**src/rtl/mfp_ahb_trace_buffer_pkg.sv**
```systemverilog
// Shared definitions for the AHB-Lite trace buffer.
// Holds the capture FSM encoding, the HTRANS encodings of the observed bus,
// the trace entry width and the trigger compare helper.
package mfp_ahb_trace_buffer_pkg;

    // Values are visible on the state output, so the encoding is fixed.
    typedef enum logic [1:0] {
        StIdle      = 2'd0,
        StArmed     = 2'd1,
        StTriggered = 2'd2,
        StDone      = 2'd3
    } trace_state_e;

    localparam logic [1:0] HTRANS_IDLE   = 2'b00;
    localparam logic [1:0] HTRANS_BUSY   = 2'b01;
    localparam logic [1:0] HTRANS_NONSEQ = 2'b10;
    localparam logic [1:0] HTRANS_SEQ    = 2'b11;

    // Entry layout: {write, addr[31:0], data[31:0]}
    localparam int unsigned ENTRY_W = 65;

    // Masked address compare; a zero mask matches every address.
    function automatic logic trig_match(input logic [31:0] addr,
                                        input logic [31:0] tgt,
                                        input logic [31:0] mask);
        return ((addr ^ tgt) & mask) == 32'd0;
    endfunction

endpackage

```
**src/rtl/mfp_ahb_trace_ram.sv**
```systemverilog
// Simple dual-port trace memory: one synchronous write port, one synchronous
// read port, no reset on the array or the read register so it maps onto block RAM.
// Ports:
//   i_clk              clock
//   i_we/i_waddr/i_wdata  write port
//   i_re/i_raddr       read port; o_rdata is valid the cycle after i_re
module mfp_ahb_trace_ram #(
    parameter int unsigned ADDR_W = 6,
    parameter int unsigned DATA_W = 65
) (
    input  logic              i_clk,
    input  logic              i_we,
    input  logic [ADDR_W-1:0] i_waddr,
    input  logic [DATA_W-1:0] i_wdata,
    input  logic              i_re,
    input  logic [ADDR_W-1:0] i_raddr,
    output logic [DATA_W-1:0] o_rdata
);

    logic [DATA_W-1:0] r_mem [2**ADDR_W];
    logic [DATA_W-1:0] r_rdata;

    always_ff @(posedge i_clk) begin
        if (i_we) begin
            r_mem[i_waddr] <= i_wdata;
        end
    end

    always_ff @(posedge i_clk) begin
        if (i_re) begin
            r_rdata <= r_mem[i_raddr];
        end
    end

    assign o_rdata = r_rdata;

endmodule

```
**src/rtl/mfp_ahb_trace_buffer.sv**
```systemverilog
// Passive AHB-Lite observer with a triggered circular trace memory.
// Every completed transfer is captured while ARMED/TRIGGERED; after an address
// match plus POST_TRIG further transfers capture freezes (DONE) and the host
// pops the history oldest-first.
// Ports:
//   SI_ClkIn, SI_Reset        clock, synchronous active-high reset
//   HADDR..HTRANS             observed bus (inputs only)
//   trig_addr, trig_mask      masked address trigger
//   arm                       pulse: clear and start capture
//   rd_en                     pop request (DONE, count != 0)
//   rd_valid, rd_data         popped entry, one cycle after rd_en
//   state, count, wrapped     status
module mfp_ahb_trace_buffer
    import mfp_ahb_trace_buffer_pkg::*;
#(
    parameter int unsigned DEPTH_LOG2 = 6,
    parameter int          POST_TRIG  = 16
) (
    input  logic                  SI_ClkIn,
    input  logic                  SI_Reset,
    input  logic [31:0]           HADDR,
    input  logic [31:0]           HRDATA,
    input  logic [31:0]           HWDATA,
    input  logic                  HWRITE,
    input  logic                  HREADY,
    input  logic [1:0]            HTRANS,
    input  logic [31:0]           trig_addr,
    input  logic [31:0]           trig_mask,
    input  logic                  arm,
    input  logic                  rd_en,
    output logic                  rd_valid,
    output logic [ENTRY_W-1:0]    rd_data,
    output logic [1:0]            state,
    output logic [DEPTH_LOG2:0]   count,
    output logic                  wrapped
);

    if (POST_TRIG < 0 || POST_TRIG > int'(2**DEPTH_LOG2) - 1) begin : g_bad_post_trig
        $error("POST_TRIG must lie in 0 .. 2**DEPTH_LOG2-1");
    end

    localparam logic [DEPTH_LOG2:0]   DEPTH_CNT     = (DEPTH_LOG2+1)'(2**DEPTH_LOG2);
    localparam logic [DEPTH_LOG2-1:0] POST_CNT_INIT = DEPTH_LOG2'(POST_TRIG);

    trace_state_e            r_state, w_state_d;
    logic [DEPTH_LOG2-1:0]   r_post, w_post_d;
    logic [DEPTH_LOG2-1:0]   r_wptr, r_rptr;
    logic [DEPTH_LOG2:0]     r_count;
    logic                    r_wrapped;
    logic                    r_rd_valid;
    logic                    r_pend;
    logic                    r_pend_write;
    logic [31:0]             r_pend_addr;

    logic                    w_addr_acc;
    logic                    w_wr;
    logic                    w_pop;
    logic                    w_full;
    logic                    w_match;
    logic [ENTRY_W-1:0]      w_entry;
    logic [ENTRY_W-1:0]      w_ram_q;

    assign w_addr_acc = HREADY && (HTRANS == HTRANS_NONSEQ || HTRANS == HTRANS_SEQ);
    // An entry completing in the arm cycle belongs to the previous run: drop it.
    assign w_wr       = HREADY && r_pend && !arm &&
                        (r_state == StArmed || r_state == StTriggered);
    assign w_pop      = rd_en && !arm && (r_state == StDone) && (r_count != '0);
    assign w_full     = (r_count == DEPTH_CNT);
    assign w_match    = trig_match(r_pend_addr, trig_addr, trig_mask);
    assign w_entry    = {r_pend_write, r_pend_addr, r_pend_write ? HWDATA : HRDATA};

    // Pending address phase. A phase accepted in the arm cycle is kept.
    always_ff @(posedge SI_ClkIn) begin
        if (SI_Reset) begin
            r_pend       <= 1'b0;
            r_pend_write <= 1'b0;
            r_pend_addr  <= '0;
        end else if (arm || HREADY) begin
            r_pend <= w_addr_acc;
            if (w_addr_acc) begin
                r_pend_write <= HWRITE;
                r_pend_addr  <= HADDR;
            end
        end
    end

    always_ff @(posedge SI_ClkIn) begin
        if (SI_Reset) begin
            r_state <= StIdle;
            r_post  <= '0;
        end else begin
            r_state <= w_state_d;
            r_post  <= w_post_d;
        end
    end

    always_comb begin
        w_state_d = r_state;
        w_post_d  = r_post;
        if (arm) begin
            w_state_d = StArmed;
            w_post_d  = '0;
        end else begin
            case (r_state)
                StArmed: begin
                    if (w_wr && w_match) begin
                        if (POST_TRIG == 0) begin
                            w_state_d = StDone;
                        end else begin
                            w_state_d = StTriggered;
                            w_post_d  = POST_CNT_INIT;
                        end
                    end
                end
                StTriggered: begin
                    if (w_wr) begin
                        w_post_d = r_post - 1'b1;
                        if (r_post == DEPTH_LOG2'(1)) begin
                            w_state_d = StDone;
                        end
                    end
                end
                default: ;
            endcase
        end
    end

    // Pointers, occupancy and wrap flag.
    always_ff @(posedge SI_ClkIn) begin
        if (SI_Reset) begin
            r_wptr     <= '0;
            r_rptr     <= '0;
            r_count    <= '0;
            r_wrapped  <= 1'b0;
            r_rd_valid <= 1'b0;
        end else begin
            r_rd_valid <= w_pop;
            if (arm) begin
                r_wptr    <= '0;
                r_rptr    <= '0;
                r_count   <= '0;
                r_wrapped <= 1'b0;
            end else if (w_wr) begin
                r_wptr <= r_wptr + 1'b1;
                if (w_full) begin
                    // Overwrite the oldest entry: the read pointer follows.
                    r_rptr    <= r_rptr + 1'b1;
                    r_wrapped <= 1'b1;
                end else begin
                    r_count <= r_count + 1'b1;
                end
            end else if (w_pop) begin
                r_rptr  <= r_rptr + 1'b1;
                r_count <= r_count - 1'b1;
            end
        end
    end

    mfp_ahb_trace_ram #(
        .ADDR_W (DEPTH_LOG2),
        .DATA_W (ENTRY_W)
    ) u_ram (
        .i_clk   (SI_ClkIn),
        .i_we    (w_wr),
        .i_waddr (r_wptr),
        .i_wdata (w_entry),
        .i_re    (w_pop),
        .i_raddr (r_rptr),
        .o_rdata (w_ram_q)
    );

    // RAM output is not reset; gate it so rd_data reads zero when idle.
    assign rd_data  = r_rd_valid ? w_ram_q : '0;
    assign rd_valid = r_rd_valid;
    assign state    = r_state;
    assign count    = r_count;
    assign wrapped  = r_wrapped;

endmodule
```
**config.mk**
```make
export PLATFORM = sky130hd
export DESIGN_NAME = mfp_ahb_trace_buffer
export DESIGN_NICKNAME = d
export VERILOG_FILES = /design/src/rtl/mfp_ahb_trace_buffer_pkg.sv /design/src/rtl/mfp_ahb_trace_ram.sv /design/src/rtl/mfp_ahb_trace_buffer.sv
export SDC_FILE = /design/constraint.sdc
export NUM_CORES = 2
export LEC_CHECK = 0
export BUFFER_PORTS_ARGS = -buffer_cell sky130_fd_sc_hd__buf_4
export CORE_UTILIZATION = 62
export DETAILED_ROUTE_END_ITERATION = 10
export PLACE_DENSITY = 0.79
export SYNTH_ARGS = -nofsm -noshare
export SYNTH_HDL_FRONTEND = slang
export SYNTH_MEMORY_MAX_BITS = 65536
export SYNTH_SLANG_ARGS = --single-unit
```
**constraint.sdc**
```tcl
create_clock -name SI_ClkIn -period 7.4 [get_ports SI_ClkIn]
set_input_delay 1.48 -clock SI_ClkIn [delete_from_list [all_inputs] [get_ports SI_ClkIn]]
set_output_delay 1.48 -clock SI_ClkIn [all_outputs]
set_load 0.005 [all_outputs]
```
After elaboration in Yosys (flattened, before gate mapping)
Memories as Yosys holds them, arrays and structs flattened. A register that Yosys moved wholly into a read port is not among the register bits.
Cells that the tools add are included.
- equality and inequality tests: 15
- add/sub/neg operators: 5
- reduce and logical (&&, ||, !) cells: 25
- bitwise gates (word level): 2
- multiplexer cells: 18
- operators by type and width (kind ; count):
    $mux W65 ; 1
    $and A32 B32 Y32 ; 1
    $logic_not A32 Y1 ; 1
    $mux W32 ; 1
    $xor A32 B32 Y32 ; 1
    $mux W6 ; 5
    $mux W7 ; 3
    $add A6 B1 Y6 const B ; 2
    $pmux W6 S2 ; 1
    $eq A2 B2 Y1 const B ; 4
    $logic_and A1 B1 Y1 ; 8
    $reduce_and A2 Y1 ; 4
    $reduce_and A4 Y1 ; 2
    $add A7 B1 Y7 const B ; 1
    $eq A7 B7 Y1 const B ; 1
    $reduce_bool A7 Y1 ; 1
    $sub A7 B1 Y7 const B ; 1
    $eq A6 B1 Y1 const B ; 1
    $mux W2 ; 3
    $ne A2 B1 Y1 const B ; 3
    $ne A3 B2 Y1 const B ; 2
    $sub A6 B1 Y6 const B ; 1
    $ne A2 B2 Y1 const B ; 2
    $pmux W2 S2 ; 1
    9 further kinds ; 14
- input port bits: 168
- register bits after elaboration: 63
- memories kept: 1
- word-level logic and storage cells: 77
- RAM bits: 4160
- output and inout port bits: 76
- memories (name ; words ; width ; read ports ; clocked after Yosys merged registers in ; wr ports ; RTL line ; source):
    u_ram.r_mem ; 64 ; 65 ; 1 ; 1 ; 1 ; mfp_ahb_trace_ram.sv:20 ; logic [DATA_W-1:0] r_mem [2**ADDR_W];

Logic depth before layout (Yosys ltp)
- depth in word-level cells: 7
- mapped depth: 14
- mapped depth without buffers: 12

Modules after synthesis
From an unflattened synthesis, not the netlist that was laid out.
- cells, all modules: 7106
- area, all modules: 162996.3 sq um
- by module, submodules not included (module ; seq. area each (sq um) ; instances ; area each (sq um) ; cells an instance):
    mfp_ahb_trace_ram ; 126871.7 ; 1 ; 158981.2 ; 6606
    mfp_ahb_trace_buffer ; 1261.2 ; 1 ; 4015.1 ; 500

Least setup slack after synthesis
Ideal clock, no wire load.
- kind: input port to flip-flop
- start point: input port arm
- end point: register r_count[6], in the netlist count[6]
- setup time: 0.087 ns
- data required time: 7.313 ns
- buffers on the path: 1
- stages on the path: 7
- path slack: 1.121 ns
- arrival time: 6.192 ns
- cell sequence: nand3b_1 a31oi_1 o21ai_0 clkbuf_1 nor4_1 o211ai_1 o31ai_1
- cells in the longest elaborated chain, start to end: 6
- elaborated cells on any way between the ends: 11
- those cells by class: 1 x eq/ne; 1 x mux; 9 x reduce/logical
- RTL lines (item ; RTL line ; source):
    start, declared ; mfp_ahb_trace_buffer.sv:29 ; input logic arm,
    $logic_not A1 Y1 ; mfp_ahb_trace_buffer.sv:67 ; assign w_pop = rd_en && !arm && (r_state == StDone) && (r_count != '0);
    $logic_and A1 B1 Y1 (3 in series) ; mfp_ahb_trace_buffer.sv:67 ;
    net u_ram.i_re ; mfp_ahb_trace_ram.sv:15 ; input logic i_re,
    $reduce_bool A2 Y1 (no line) ; -- ;
    $reduce_and A2 Y1 (no line) ; -- ;
    end signal, assigned ; mfp_ahb_trace_buffer.sv:150 ; r_count <= r_count + 1'b1;
    end signal, assigned ; mfp_ahb_trace_buffer.sv:154 ; r_count <= r_count - 1'b1;
    end, declared ; mfp_ahb_trace_buffer.sv:48 ; logic [DEPTH_LOG2:0] r_count;
The timed path passes the listed nets, and every way through them passes these cells.
A chain may end at the register's enable or synchronous reset.

Final worst setup path
- start point: register r_state[0], in the netlist state[0]
- end point: memory u_ram.r_mem[21][20], enable pin
- cells in the longest elaborated chain, start to end: 5
- elaborated cells on any way between the ends: 6
- those cells by class: 2 x eq/ne; 2 x mux; 2 x reduce/logical
- RTL lines (item ; RTL line ; source):
    start, declared ; mfp_ahb_trace_buffer.sv:45 ; trace_state_e r_state, w_state_d;
    start signal, assigned ; mfp_ahb_trace_buffer.sv:89 ; r_state <= StIdle;
    start signal, assigned ; mfp_ahb_trace_buffer.sv:92 ; r_state <= w_state_d;
    $eq A2 B1 Y1 / $eq A2 B2 Y1 (equally long branches) ; mfp_ahb_trace_buffer.sv:66 ; (r_state == StArmed || r_state == StTriggered);
    $logic_or A1 B1 Y1 (*) ; mfp_ahb_trace_buffer.sv:66 ;
    $logic_and A1 B1 Y1 (*) ; mfp_ahb_trace_buffer.sv:65 ; assign w_wr = HREADY && r_pend && !arm &&
    $mux W1 (*) ; mfp_ahb_trace_ram.sv:24 ; if (i_we) begin
    $mux W1 (implied by the code) (*) ; mfp_ahb_trace_ram.sv:25 ; r_mem[i_waddr] <= i_wdata;
    end, declared ; mfp_ahb_trace_ram.sv:20 ;
Mark *: on every way between the ends. The rest lies on a longest branch, timed or not.

==> summary.txt <==
Route
  • Number of detailed-route iterations in the first pass: 7
  • DR iter-0 viols: 15400
  • Routed WL: 492 mm
  • Avg WL per Cell: 44.0 um
  • Post-route ant nets: 0
  • Via/cell ratio: 7.61
  • Routed vias: 85100
  • DRC viols: 0

STA
  • Fmax: 0.203 GHz
  • Setup ws final: 2.47 ns
  • Max_slew headroom: 0.0291
  • Total negative slack: 0 ns
  • Fin. max-slew vios: 0
  • Worst Max-Slew Pin Slew: 1.45 ns
  • Final hold vios: 0
  • Max Clock Skew: 0.0937 ns
  • RSZ-0062 raised after global routing: false
  • Final Critical Period: 4.93 ns
  • Period utilisation layout: 0.666
  • Setup Viol. Count Final: 0
  • Final hold slack: 0.504 ns

Setup path
  • Critical path's largest stage delay: 1.28 ns
  • Req. time, crit path: 7.99 ns
  • R2r setup slk: 2.47 ns
  • RR Endpoint: u_ram.r_mem[21][20]
  • CP Capture Type: register
  • R2r startpoint: state[0]
  • CP most frequent cell: inv_1
  • Critical path class: reg2reg
  • Top delay family on crit path: simple AND/OR/NAND/NOR gates
  • R2R depth: 7
  • Critical-path top delay cell: nor2_4
  • Arr. time, crit path: 5.52 ns
  • CP max FO: 21
  • CP Cell Sequence: inv_1 -> ha_1 -> nand4bb_1 -> inv_1 -> nand3_1 -> nor2_4 -> buf_4
  • Buf+Inv Stages, Crit Path: 3
  • Crit path launch type: register

Global routing
  • Largest net degree at the start of global routing: 126
  • Vias in the first global route: 85500
  • Initial antenna violation count: 20
  • GRT Resource Usage Total: 0.374
  • Aggregate global routing overflow: 0
  • First-pass GRT wire length: 674 mm

Place
  • DP Worst Slack: 2.08 ns
  • Area post-placement: 0.172 mm2
  • PortBufs: 242
  • Final RePlAce weighted congestion: 0.852
  • DP Cell Count: 10400
  • Final HPWL DP: 225 mm

CTS
  • Post-CTS Setup Repair Bufs: 0
  • CTS Sinks: 4288
  • Cts-stage hold buffer count: 0
  • Post-CTS resize count: 0
  • Clk slew on worst S/H paths: 0.06 ns
  • Clock Latency Late Sink: 1.03 ns
  • CTS tree: yes
  • Max clock buf depth: 4
  • CTS Buf Count: 416
  • Root Driver: clkbuf_16
  • H-tree levels: 5

Run
  • Max_cap viols: 0

Die
  • Starting Density: 0.625
  • Core area: 0.263 mm2
  • Die Y-Extent: 517 um
  • Die width: 517 um
  • Die ar.: 0.267 mm2
  • # rows: 188
  • Io pins: 244

Synth
  • Top post-synthesis cells by area: edfxtp_1, mux4_2, dfxtp_1
  • Yosys top cell area share: 0.772
  • Number of synthesized flops with an enable pin: 4225
  • YS warnings: 0
  • Syn nets: 7004
  • Ys flop type: edfxtp_1
  • Top-count cell post-synth: edfxtp_1
  • Commonest cells post-synth: edfxtp_1, mux4_2, clkbuf_1
  • Post-synthesis cell area: 0.164 mm2
  • Avg Inst Size Synth: 24.1 um2
  • Async S/R FF share, synth: 0
  • Post-synthesis sequential area ratio: 0.780
  • Synth Register Bits: 4288
  • Mapped Cells: 6823
  • Synth area leader: edfxtp_1
  • Post-synthesis cell type count: 51

Run status
  • Outcome: complete, no violations

Final layout
  • Area Growth Syn to Fin: 12.5%
  • Finished Layout Cells: 11200
  • Fin area: 0.185 mm2
  • Final net count: 7516
  • Share of cells above drive strength 1: 0.318
  • Fin util: 0.702

Min path
  • Worst hold-check path type: reg2reg
  • Hold path cells: 2
  • Worst Hold Endpoint: wrapped
  • Hold_sp: wrapped

Pwr
  • Sw Share: 0.202
  • Sw Pwr: 9.75 mW
  • LEAKAGE: 58.0 nW
  • Combinational power share: 0.012
  • Tot Pwr: 48.4 mW
  • Worst VDD drop: 0.000356 V
  • Seq pwr share: 0.553
  • Power Density: 262 mW/mm2
  • Int Power: 38.6 mW
  • Clock network fraction of total power: 0.435
-- worst register-to-register path, delay by kind of cell (launching register included) --
kind | cells | cell delay [ns]
and+or+nand+nor | 3 | 2.46
buffers and inverters | 3 | 1.14
DFF | 1 | 0.42
adders and majority gates | 1 | 0.41
-- worst max path at each step --
stage	from	end	slack (ns)	depth (start not counted)
6_report	state[0]	u_ram.r_mem[21][20]	2.47	7
5_1_grt	state[0]	u_ram.r_mem[47][43]	2.48	7
4_1_cts	state[0]	u_ram.r_mem[21][20]	2.67	7
3_5_place_dp	arm	u_ram.r_mem[21][20]	2.08	6
3_3_place_gp	arm	u_ram.r_mem[21][47]	2.10	6
2_1_floorplan	arm	count[6]	1.12	7
-- placed cells by master (no fill, tap or decap), types with 8 or more instances in the layout --
master / Yosys / layout
a211oi_1: 127 / 127
a21oi_1: 140 / 140
a22oi_1: 13 / 13
and2_1: 68 / 68
buf_12: 0 / 57
buf_4: 56 / 415
bufinv_16: 0 / 40
clkbuf_1: 168 / 82
clkbuf_16: 0 / 422
clkinv_1: 0 / 101
clkinv_2: 0 / 71
clkinvlp_4: 0 / 11
dfxtp_1: 63 / 25
dfxtp_2: 0 / 30
dfxtp_4: 0 / 8
diode_2: 0 / 10
edfxtp_1: 4225 / 4225
ha_1: 12 / 12
inv_1: 15 / 15
mux2_2: 35 / 35
mux2i_1: 88 / 88
mux4_2: 1263 / 1263
nand2_1: 93 / 93
nor2_1: 91 / 27
nor2_4: 0 / 64
nor2b_1: 94 / 94
or3_1: 8 / 8
xor2_1: 40 / 40
-- area by class of cell --
| class | instances | area (um2) |
|---|---|---|
| fillers | 14100 | 78300 |
| clock buffers | 505 | 10900 |
| flip-flops and latches | 4288 | 128000 |
| clock inverters | 235 | 2190 |
| inverters | 15 | 56.3 |
| well taps | 3515 | 4400 |
| multi-input cells | 2142 | 34700 |
| diodes | 10 | 25.0 |
| repair buffers | 472 | 4260 |
-- kinds of logic after synthesis --
| kind of cell | after synthesis | synth area share |
|---|---|---|
| adders and majority gates | 13 | 0.00104 |
| xor gates and xnor gates | 44 | 0.00235 |
| AOI/OAI and AO/OA | 311 | 0.0120 |
| DFF | 4288 | 0.780 |
| muxes | 1386 | 0.181 |
| buffers and inverters | 393 | 0.0115 |
| and+or+nand+nor | 388 | 0.0120 |
-- registers in the layout, indices dropped and copies added (netlist names) --
| signal | flops |
|---|---|
| r_rptr | 6 |
| state | 2 |
| rd_valid | 1 |
| u_ram.o_rdata | 65 |
| count | 7 |
| r_wptr | 6 |
| r_pend_write | 1 |
| r_pend_addr | 32 |
| u_ram.r_mem | 4160 |
| r_post | 6 |
| wrapped | 1 |
| r_pend | 1 |
-- metal layers --
layer | vias to the layer above | GRT usage | wire (um)
met5 | - | 0 | 118
met2 | 8991 | 0.603 | 240000
li1 | 30300 | - | -
met1 | 43800 | 0.464 | 152000
met4 | 12 | 0.224 | 36100
met3 | 1953 | 0.0917 | 63600
-- power by group through the flow --
stage / clock network, mW / registers, mW / logic, mW
final: 21.1 / 26.8 / 0.575
after global routing: 21.8 / 26.8 / 0.586
after CTS: 21.1 / 26.8 / 0.555
after detailed placement: 0 / 27.3 / 0.543
after global placement: 0 / 27.3 / 0.503
after floorplan: 0 / 27.3 / 0.195
Power figures use the tool's default switching activity.
